## src/rtl/video_crop.sv

```systemverilog
// video_crop: cuts a rectangular window out of an AXI4-Stream video stream
// (tuser = start of frame, tlast = end of line). The window and the enable are
// captured on every start-of-frame beat, so software may rewrite them at any time.
// Handshake: a beat transfers on tvalid & tready. One registered output stage;
// video_i_tready = !video_o_tvalid | video_o_tready. Dropped beats are consumed
// without output. The output holds steady while tvalid & !tready.
module video_crop #(
    parameter int DATA_WIDTH = 16,
    parameter int CNT_WIDTH  = 12
) (
    input  logic                  clk_i,
    input  logic                  rst_n_i,
    input  logic                  en_i,
    input  logic [CNT_WIDTH-1:0]  x_start_i,
    input  logic [CNT_WIDTH-1:0]  x_size_i,
    input  logic [CNT_WIDTH-1:0]  y_start_i,
    input  logic [CNT_WIDTH-1:0]  y_size_i,
    input  logic [DATA_WIDTH-1:0] video_i_tdata,
    input  logic                  video_i_tvalid,
    input  logic                  video_i_tuser,
    input  logic                  video_i_tlast,
    output logic                  video_i_tready,
    output logic [DATA_WIDTH-1:0] video_o_tdata,
    output logic                  video_o_tvalid,
    output logic                  video_o_tuser,
    output logic                  video_o_tlast,
    input  logic                  video_o_tready,
    output logic                  dbg_state_o
);

    typedef enum logic {S_WAIT_SOF = 1'b0, S_ACTIVE = 1'b1} state_t;

    localparam logic [CNT_WIDTH-1:0] CNT_MAX = '1;
    localparam logic [CNT_WIDTH-1:0] CNT_ONE = {{(CNT_WIDTH-1){1'b0}}, 1'b1};
    localparam logic [CNT_WIDTH:0]   END_ONE = {{CNT_WIDTH{1'b0}}, 1'b1};

    state_t                  r_state;
    state_t                  w_state_nxt;
    logic                    r_en;
    logic [CNT_WIDTH-1:0]    r_xs, r_xsz, r_ys, r_ysz;
    logic [CNT_WIDTH-1:0]    r_px, r_ln;
    logic [DATA_WIDTH-1:0]   r_o_tdata;
    logic                    r_o_tvalid, r_o_tuser, r_o_tlast;

    logic                    w_accept, w_sof, w_live, w_keep, w_fwd;
    logic                    w_en, w_out_user, w_out_last;
    logic [CNT_WIDTH-1:0]    w_xs, w_xsz, w_ys, w_ysz, w_px, w_ln;
    logic [CNT_WIDTH-1:0]    w_px_inc, w_ln_inc;
    logic [CNT_WIDTH:0]      w_x_end, w_y_end;

    assign video_i_tready = !r_o_tvalid | video_o_tready;
    assign w_accept       = video_i_tvalid & video_i_tready;
    assign w_sof          = video_i_tuser;

    // A start-of-frame beat is judged against the config arriving with it and sits at px 0 / ln 0.
    assign w_en  = w_sof ? en_i      : r_en;
    assign w_xs  = w_sof ? x_start_i : r_xs;
    assign w_xsz = w_sof ? x_size_i  : r_xsz;
    assign w_ys  = w_sof ? y_start_i : r_ys;
    assign w_ysz = w_sof ? y_size_i  : r_ysz;
    assign w_px  = w_sof ? '0        : r_px;
    assign w_ln  = w_sof ? '0        : r_ln;

    // One extra bit keeps start+size from overflowing.
    assign w_x_end = {1'b0, w_xs} + {1'b0, w_xsz};
    assign w_y_end = {1'b0, w_ys} + {1'b0, w_ysz};
    assign w_keep  = (w_px >= w_xs) && ({1'b0, w_px} < w_x_end) &&
                     (w_ln >= w_ys) && ({1'b0, w_ln} < w_y_end);

    assign w_live     = (r_state == S_ACTIVE) | w_sof;
    assign w_fwd      = w_live & (!w_en | w_keep);
    assign w_out_user = w_en ? (w_keep && (w_px == w_xs) && (w_ln == w_ys)) : video_i_tuser;
    assign w_out_last = w_en ? (w_keep && (({1'b0, w_px} == (w_x_end - END_ONE)) || video_i_tlast))
                             : video_i_tlast;

    assign w_px_inc = (w_px == CNT_MAX) ? w_px : w_px + CNT_ONE;
    assign w_ln_inc = (w_ln == CNT_MAX) ? w_ln : w_ln + CNT_ONE;

    assign video_o_tdata  = r_o_tdata;
    assign video_o_tvalid = r_o_tvalid;
    assign video_o_tuser  = r_o_tuser;
    assign video_o_tlast  = r_o_tlast;
    assign dbg_state_o    = (r_state == S_ACTIVE);

    // FSM state register.
    always_ff @(posedge clk_i or negedge rst_n_i) begin
        if (!rst_n_i) r_state <= S_WAIT_SOF;
        else          r_state <= w_state_nxt;
    end

    // Next state: any accepted SOF enters (or restarts) the active frame.
    always_comb begin
        w_state_nxt = r_state;
        if (w_accept && w_sof) w_state_nxt = S_ACTIVE;
    end

    // Capture window config on each accepted SOF beat.
    always_ff @(posedge clk_i or negedge rst_n_i) begin
        if (!rst_n_i) begin
            r_en  <= 1'b0;
            r_xs  <= '0;
            r_xsz <= '0;
            r_ys  <= '0;
            r_ysz <= '0;
        end else if (w_accept && w_sof) begin
            r_en  <= en_i;
            r_xs  <= x_start_i;
            r_xsz <= x_size_i;
            r_ys  <= y_start_i;
            r_ysz <= y_size_i;
        end
    end

    // Position of the next beat: tlast starts a new line, counters saturate.
    always_ff @(posedge clk_i or negedge rst_n_i) begin
        if (!rst_n_i) begin
            r_px <= '0;
            r_ln <= '0;
        end else if (w_accept && w_live) begin
            if (video_i_tlast) begin
                r_px <= '0;
                r_ln <= w_ln_inc;
            end else begin
                r_px <= w_px_inc;
                r_ln <= w_ln;
            end
        end
    end

    // Output register: load kept beats, clear valid once the sink has taken the beat.
    always_ff @(posedge clk_i or negedge rst_n_i) begin
        if (!rst_n_i) begin
            r_o_tvalid <= 1'b0;
            r_o_tdata  <= '0;
            r_o_tuser  <= 1'b0;
            r_o_tlast  <= 1'b0;
        end else if (w_accept) begin
            r_o_tvalid <= w_fwd;
            if (w_fwd) begin
                r_o_tdata <= video_i_tdata;
                r_o_tuser <= w_out_user;
                r_o_tlast <= w_out_last;
            end
        end else if (video_o_tready) begin
            r_o_tvalid <= 1'b0;
        end
    end

endmodule

```

## config.mk

```make
export PLATFORM = sky130hd
export DESIGN_NAME = video_crop
export DESIGN_NICKNAME = d
export VERILOG_FILES = /design/src/rtl/video_crop.sv
export SDC_FILE = /design/constraint.sdc
export NUM_CORES = 1
export LEC_CHECK = 0
export CAP_MARGIN = 15
export CORE_ASPECT_RATIO = 0.75
export CORE_MARGIN = 2
export CORE_UTILIZATION = 58
export CTS_BUF_LIST = sky130_fd_sc_hd__clkbuf_4 sky130_fd_sc_hd__clkbuf_8
export DETAILED_ROUTE_END_ITERATION = 10
export PLACE_DENSITY = 0.83
export SLEW_MARGIN = 25
export SYNTH_ARGS = -nofsm -noshare
export SYNTH_HDL_FRONTEND = slang
export SYNTH_SLANG_ARGS = --single-unit
```

## constraint.sdc

```tcl
create_clock -name clk_i -period 4.65 [get_ports clk_i]
set_input_delay 0.465 -clock clk_i [delete_from_list [all_inputs] [get_ports clk_i]]
set_output_delay 0.465 -clock clk_i [all_outputs]
set_load 0.005 [all_outputs]
```

==> summary.txt, run 1 <==
Die Ht: 100 um
Fin nets: 996
Critical path arrival: 4.74 ns
Setup crit start: y_start_i[0]
R2r setup slk: 0.32 ns
Chip width: 132 um
Final Hold Vio Count: 0
Netlist cell types: 64
Total congestion overflow: 0
Site Rows: 35
Post-synth ARST share: 100%
Clk buf depth: 2
Vias in the first global route: 6156
Final ANT Viol Nets: 0
P_leak: 4.03 nW
Initial drt markers: 367
Tcrit/Tclk final: 96.3%
Most common cell in the netlist: dfrtp_1
H-Tree Level Count: 3
Gp weighted congestion: 0.944
Worst-path fanout max: 11
Top cell by count, worst path: nor2_1
Clk_lat worst skew: 0.37 ns
Maxcap violations: 0
CTS Hold Bufs: 0
Layout Utilization: 73.3%
IO Count: 92
Number of diodes: 0
Largest net degree at the start of global routing: 60
Power Density: 372 nW/um^2
Yosys top cell area share: 32.6%
Routed via count: 6087
Fmax: 0.223 GHz
VDD IR max: 0.000227 V
Crit-path max cell delay: 0.42 ns
Predominant post-synthesis flop cell: dfrtp_1
Antenna violations before repair: 0
Clock root cell: clkbuf_8
Setup repair bufs after CTS: 0
Final setup violation count: 0
First-pass GRT wire length: 30.8 mm
Hold slack: 0.146 ns
Worst-path cell chain: clkdlybuf4s50_1 > mux2_2 > ha_1 > inv_1 > fa_2 > nor2b_2 > o31a_1 > buf_4 > nor2_1 > nor2_1 > nor2_1 > xor2_1 > ha_1 > a211oi_1 > o21ai_0 > o211ai_1 > and3_1 > a311oi_4 > o31ai_4 > buf_4 > mux2_2
Status: finished clean
Post-CTS Resized: 0
CTS tree: yes
DP Worst Slack: -0.212 ns
Rel. slew slack: 50.1%
Mapped Area: 7150 um^2
GRT Overall Usage: 29.1%
Min Tclk post-route: 4.48 ns
WS Path Type: primary input to flop
Clk_skew: 0.00947 ns
Pre-antenna DRT Iters: 5
Post-synth top cells: dfrtp_1 (93), mux2_2 (88), ha_1 (73), nand2_1 (49)
Worst-margin pin slew: 0.748 ns
Sequential element share of the synthesized area: 32.6%
Synth Register Bits: 93
Share of layout cells above drive strength 1: 21.5%
Area leader, netlist: dfrtp_1
Startpoint types: primary input
Cell count of the worst reg-to-reg path: 20
Worst r2r src: r_ys[0]
Post-synth EDFFs: 0
Slowest CP cell: clkdlybuf4s50_1
Drt via density: 5.97
Synth warn: 0
CTS buffer count: 9
Initial Util: 58.7%
Synth top area cells: dfrtp_1 (33%), mux2_2 (14%), ha_1 (13%)
Area Growth Syn to Fin: 24.8%
Syn Inst Count: 725
CP required: 4.91 ns
Routed WL per cell: 18.5 um
CP endpoint kind: flop
Syn_nets: 871
Reg clk slew, reported paths: 0.10 ns
Port Buffer Count: 91
Die area: 13200 um^2
Routed Wire Length: 18.9 mm
Setup TNS: 0 ns
Final HPWL DP: 14.6 mm
Final critical-path setup slack: 0.173 ns
R2R Path End: video_o_tdata[7]
Critical path buffer and inverter count: 4
DRC Markers: 0
Final slew viol count: 0
Core Box Area: 12200 um^2
Cell family with most CP delay: compound AO/OA/AOI/OAI gates
TritonCTS Sinks: 93
HP Class: primary input to async pin
Syn avg cell area: 9.86 um^2
-- metrics by stage --
| stage | power (mW) | std cells | instance area, um^2 |
|---|---|---|---|
| 6_report | 3.32 | 1020 | 8920 |
| 5_1_grt | 3.54 | 1020 | 8920 |
| 4_1_cts | 3.29 | 1020 | 8870 |
| 3_5_place_dp | 2.66 | 1005 | 8650 |
| 3_3_place_gp | 2.58 | 1005 | 8650 |
| 2_1_floorplan | 2.08 | 725 | 7290 |
-- layer usage --
metal	vias to the layer above	wire length, um	GRT usage (%)
met2	238	8320	46.0
met4	0	217	6.87
met5	-	0	0
met3	17	1380	5.35
met1	2942	8970	42.1
li1	2890	-	-
-- worst max-delay path by stage --
stage	endpoint	slack (ns)	cells after the start
after floorplan	video_o_tdata[10]	0.008	23
final	video_o_tdata[7]	0.17	21
after detailed placement	video_o_tdata[7]	-0.21	20
after global placement	video_o_tdata[3]	0.03	20
after CTS	video_o_tdata[7]	0.1	20
after global routing	video_o_tdata[0]	-0.002	21
-- cell families (layout without fill, tap and decap cells) --
group                    count (synthesis)  after routing  share of synthesized area (%)
adder cells (fa/ha/maj)                 75             75                           13.3
AO/OA/AOI/OAI                          142            142                           13.6
buffers and inverters                   65            194                           3.47
AND/OR/NAND/NOR                        192            192                           13.7
XOR/XNOR                                43             43                           5.48
multiplexers                           115            115                           17.9
flip-flops                              93             93                           32.6
-- cells in the final DEF (no fill, tap or decap), types with 5 or more instances in the layout --
cell type        synthesis  layout
clkbuf_8                 0       9
nand4_1                 18      18
a211o_1                  6       6
a21o_1                  11      11
dfrtp_1                 93      93
nand2b_1                 5       5
and3_1                   5       5
inv_1                   39      39
a21oi_1                 34      32
o21ai_0                 30      30
clkdlybuf4s50_1          0      89
o211ai_1                 5       5
nand3_1                 10       9
a211oi_1                 6       6
nor2b_1                 24      22
xnor2_1                 21      19
nor3b_1                  7       7
buf_4                    0      47
xor2_1                  20      20
nand2_1                 49      49
nor2_1                  39      39
a31oi_1                  7       7
nor3_1                  14      14
ha_1                    73      72
mux2i_1                 24      22
mux2_2                  88      88
-- sequential cells by signal, indices dropped and copies added (netlist names), 12 cells and up --
signal	cells
video_o_tdata	16
r_ln	12
r_px	12
r_xs	12
r_xsz	12
r_ys	12
r_ysz	12
-- report_power, final --
group / internal (mW) / total (mW) / switching [mW]
logic: 0.848 / 1.67 / 0.819
registers: 0.951 / 1.04 / 0.0847
clock network: 0.307 / 0.616 / 0.309
total: 2.11 / 3.32 / 1.21
-- cell type report --
class / instances / area, um^2
Inverter: 39 / 146
Fill cell: 876 / 3250
Clock inverter: 6 / 96.3
Clock buffer: 9 / 124
Multi-Input combinational cell: 567 / 4700
Tap cell: 166 / 208
Sequential cell: 93 / 2330
Timing Repair Buffer: 140 / 1320
-- worst register-to-register path: stages, from the launching register on --
cell and delay (ns):
dfrtp_1 0.38, mux2_2 0.29, ha_1 0.24, inv_1 0.10
fa_2 0.25, nor2b_2 0.06, o31a_1 0.34, buf_4 0.16
nor2_1 0.07, nor2_1 0.04, nor2_1 0.13, xor2_1 0.18
ha_1 0.26, a211oi_1 0.23, o21ai_0 0.11, o211ai_1 0.09
and3_1 0.23, a311oi_4 0.07, o31ai_4 0.35, buf_4 0.27
mux2_2 0.36
No activity file was read; power rests on OpenSTA's default activity.
==> run 2, diff against run 1 <==
--- a/config.mk
+++ b/config.mk
@@ -8,10 +8,10 @@
 export CAP_MARGIN = 15
 export CORE_ASPECT_RATIO = 0.75
 export CORE_MARGIN = 2
-export CORE_UTILIZATION = 58
+export CORE_UTILIZATION = 63
 export CTS_BUF_LIST = sky130_fd_sc_hd__clkbuf_4 sky130_fd_sc_hd__clkbuf_8
 export DETAILED_ROUTE_END_ITERATION = 10
-export PLACE_DENSITY = 0.83
+export PLACE_DENSITY = 0.89
 export SLEW_MARGIN = 25
 export SYNTH_ARGS = -nofsm -noshare
 export SYNTH_HDL_FRONTEND = slang
==> constraint.sdc (replaced) <==
create_clock -name clk_i -period 5.3 [get_ports clk_i]
set_input_delay 0.53 -clock clk_i [delete_from_list [all_inputs] [get_ports clk_i]]
set_output_delay 0.53 -clock clk_i [all_outputs]
set_load 0.005 [all_outputs]
==> summary.txt, run 2 (synthesis results as in run 1) <==
Final HPWL DP: 14.3 mm (-1.9%)
Area occupied by multi-input gates: 4590 um^2 (-2.4%)
Setup repair bufs after CTS: 0 (unchanged)
P_leak: 3.82 nW (-5.3%)
Worst-path fanout max: 21 (+10)
Clk_lat worst skew: 0.39 ns (+0.02 ns)
Drt via density: 6.24 (+4.6%)
Fmax: 0.206 GHz
Status: finished clean
Antenna violations before repair: 0 (unchanged)
Total congestion overflow: 0 (unchanged)
Initial drt markers: 471 (+28%)
First-pass GRT wire length: 29.7 mm (-3.7%)
Worst-path cell chain: clkdlybuf4s50_1 > mux2i_1 > inv_1 > ha_1 > a21o_1 > a21oi_1 > o21bai_1 > a21oi_1 > o21bai_1 > a41oi_1 > nor2b_1 > xnor2_1 > ha_1 > nand4_1 > nor3_1 > o41ai_1 > and3_1 > a311oi_1 > o31ai_4 > buf_4 > mux2_1
Routed WL per cell: 19.0 um (+2.8%)
Worst r2r src: r_ysz[1]
Final Hold Vio Count: 0 (unchanged)
Cell count of the worst reg-to-reg path: 20 (unchanged)
Vias in the first global route: 6011 (-2.4%)
R2R Path End: video_o_tdata[14]
Critical path buffer and inverter count: 3 (-1)
Critical path arrival: 5.12 ns (+0.38 ns)
Routed Wire Length: 18.3 mm (-3.4%)
Unrepaired setup endpoints after global routing: false
Number of diodes: 0 (unchanged)
WS Path Type: primary input to flop
Dpl cells: 943 (-6.2%)
H-Tree Level Count: 3 (unchanged)
Post-CTS Resized: 0 (unchanged)
Pre-antenna DRT Iters: 5 (unchanged)
Min Tclk post-route: 4.85 ns
IO Count: 92 (unchanged)
Tcrit/Tclk final: 91.5%
Clk_skew: 0.0137 ns (+0.00422 ns)
Die area: 12200 um^2 (-7.7%)
Clk buf depth: 2 (unchanged)
Initial Util: 65.1% (+6.4 points)
Largest register FFs: 16 (unchanged)
Final ANT Viol Nets: 0 (unchanged)
Die Ht: 96.3 um (-3.9%)
Final slew viol count: 0 (unchanged)
Crit-path max cell delay: 0.44 ns (+0.02 ns)
CP required: 5.58 ns (+0.67 ns)
Reg clk slew, reported paths: 0.10 ns (about the same)
Port Buffer Count: 91 (unchanged)
Core Box Area: 11000 um^2 (-9.8%)
Largest net degree at the start of global routing: 60 (unchanged)
CTS buffer count: 9 (unchanged)
Slowest CP cell: a311oi_1
Final setup violation count: 0 (unchanged)
Fin nets: 960 (-3.6%)
TritonCTS Sinks: 93 (unchanged)
Share of layout cells above drive strength 1: 16.5% (-5.1 points)
Register area: 2330 um^2 (unchanged)
Startpoint types: primary input
CP endpoint kind: flop
HP Class: primary input to async pin
DRC Markers: 0 (unchanged)
Most frequent cells in the layout: dfrtp_1 (93), clkdlybuf4s50_1 (89), mux2_2 (88), ha_1 (73), nand2_1 (49)
Chip width: 127 um (-3.9%)
DP Worst Slack: 0.183 ns (+0.394 ns)
Site Rows: 33 (-5.7%)
Worst-margin pin slew: 0.762 ns (+0.0133 ns)
R2r setup slk: 0.65 ns (+0.33 ns)
Most common cell after layout, fill and taps aside: dfrtp_1
Clock root cell: clkbuf_8
CTS Hold Bufs: 0 (unchanged)
Maxcap violations: 0 (unchanged)
Setup TNS: 0 ns (unchanged)
Setup crit start: y_size_i[1]
Area Growth Syn to Fin: 18.3%
CTS tree: yes
Power Density: 327 nW/um^2 (-12%)
VDD IR max: 0.000203 V (-11%)
Cell family with most CP delay: compound AO/OA/AOI/OAI gates
Non-filler cells, final: 959 (-6.0%)
Rel. slew slack: 49.2% (-0.83 points)
Layout fillers: 757 (-14%)
Final critical-path setup slack: 0.452 ns (+0.279 ns)
GRT Overall Usage: 30.9% (+1.8 points)
Gp weighted congestion: 0.925 (-2.0%)
Routed via count: 5985 (-1.7%)
==> run 2: final cells by class <==
type                    instances  share of cell area [%]
multi-input cells             567                    54.3
flip-flops and latches         93                    27.5
repair buffers                104                    11.9
well taps                     140                    2.07
inverters                      39                    1.73
clock buffers                   9                    1.46
clock inverters                 7                    1.02
==> run 2: worst max-delay path by stage <==
stage | to | cells after the start
3_3_place_gp | video_o_tdata[10] | 20
4_1_cts | video_o_tdata[14] | 21
5_1_grt | video_o_tdata[14] | 21
6_report | video_o_tdata[14] | 21
2_1_floorplan | video_o_tdata[0] | 20
3_5_place_dp | video_o_tdata[10] | 21
==> run 2: worst reg2reg max path, stage by stage, from the launching register on <==
cell and delay (ns):
dfrtp_1 0.39, mux2i_1 0.25, inv_1 0.08, ha_1 0.27
a21o_1 0.18, a21oi_1 0.27, o21bai_1 0.10, a21oi_1 0.29
o21bai_1 0.15, a41oi_1 0.30, nor2b_1 0.19, xnor2_1 0.08
ha_1 0.29, nand4_1 0.09, nor3_1 0.19, o41ai_1 0.11
and3_1 0.17, a311oi_1 0.44, o31ai_4 0.12, buf_4 0.24
mux2_1 0.34
==> run 2: through the flow <==
stage	cell area [um^2]	hold slack (ns)	utilization [%]	power, mW
4_1_cts	8460	0.102	77.0	2.76
3_3_place_gp	8250	0.452	75.1	2.16
6_report	8460	0.0782	77.0	2.77
3_5_place_dp	8250	0.466	75.1	2.22
2_1_floorplan	7160	0.234	-	1.80
5_1_grt	8460	0.117	77.0	2.94
==> run 2: power breakdown <==
group / leakage (nW) / internal [mW] / switching, mW
logic: 2.57 / 0.650 / 0.683
clock network: 0.105 / 0.230 / 0.299
registers: 1.14 / 0.835 / 0.0724
==> run 2: routing by layer <==
metal	track usage, %	up-vias	routed length (um)
li1	-	2815	-
met3	5.73	26	1300
met2	49.1	235	7870
met4	7.51	0	231
met1	44.1	2909	8850
met5	0	-	0
==> run 3, diff against run 2 <==
--- a/config.mk
+++ b/config.mk
@@ -12,6 +12,7 @@
 export CTS_BUF_LIST = sky130_fd_sc_hd__clkbuf_4 sky130_fd_sc_hd__clkbuf_8
 export DETAILED_ROUTE_END_ITERATION = 10
 export PLACE_DENSITY = 0.89
+export SKIP_LAST_GASP = 1
 export SLEW_MARGIN = 25
 export SYNTH_ARGS = -nofsm -noshare
 export SYNTH_HDL_FRONTEND = slang
==> results of run 3 <==
No change in the layout: final DEF, timing and power equal those of run 2.
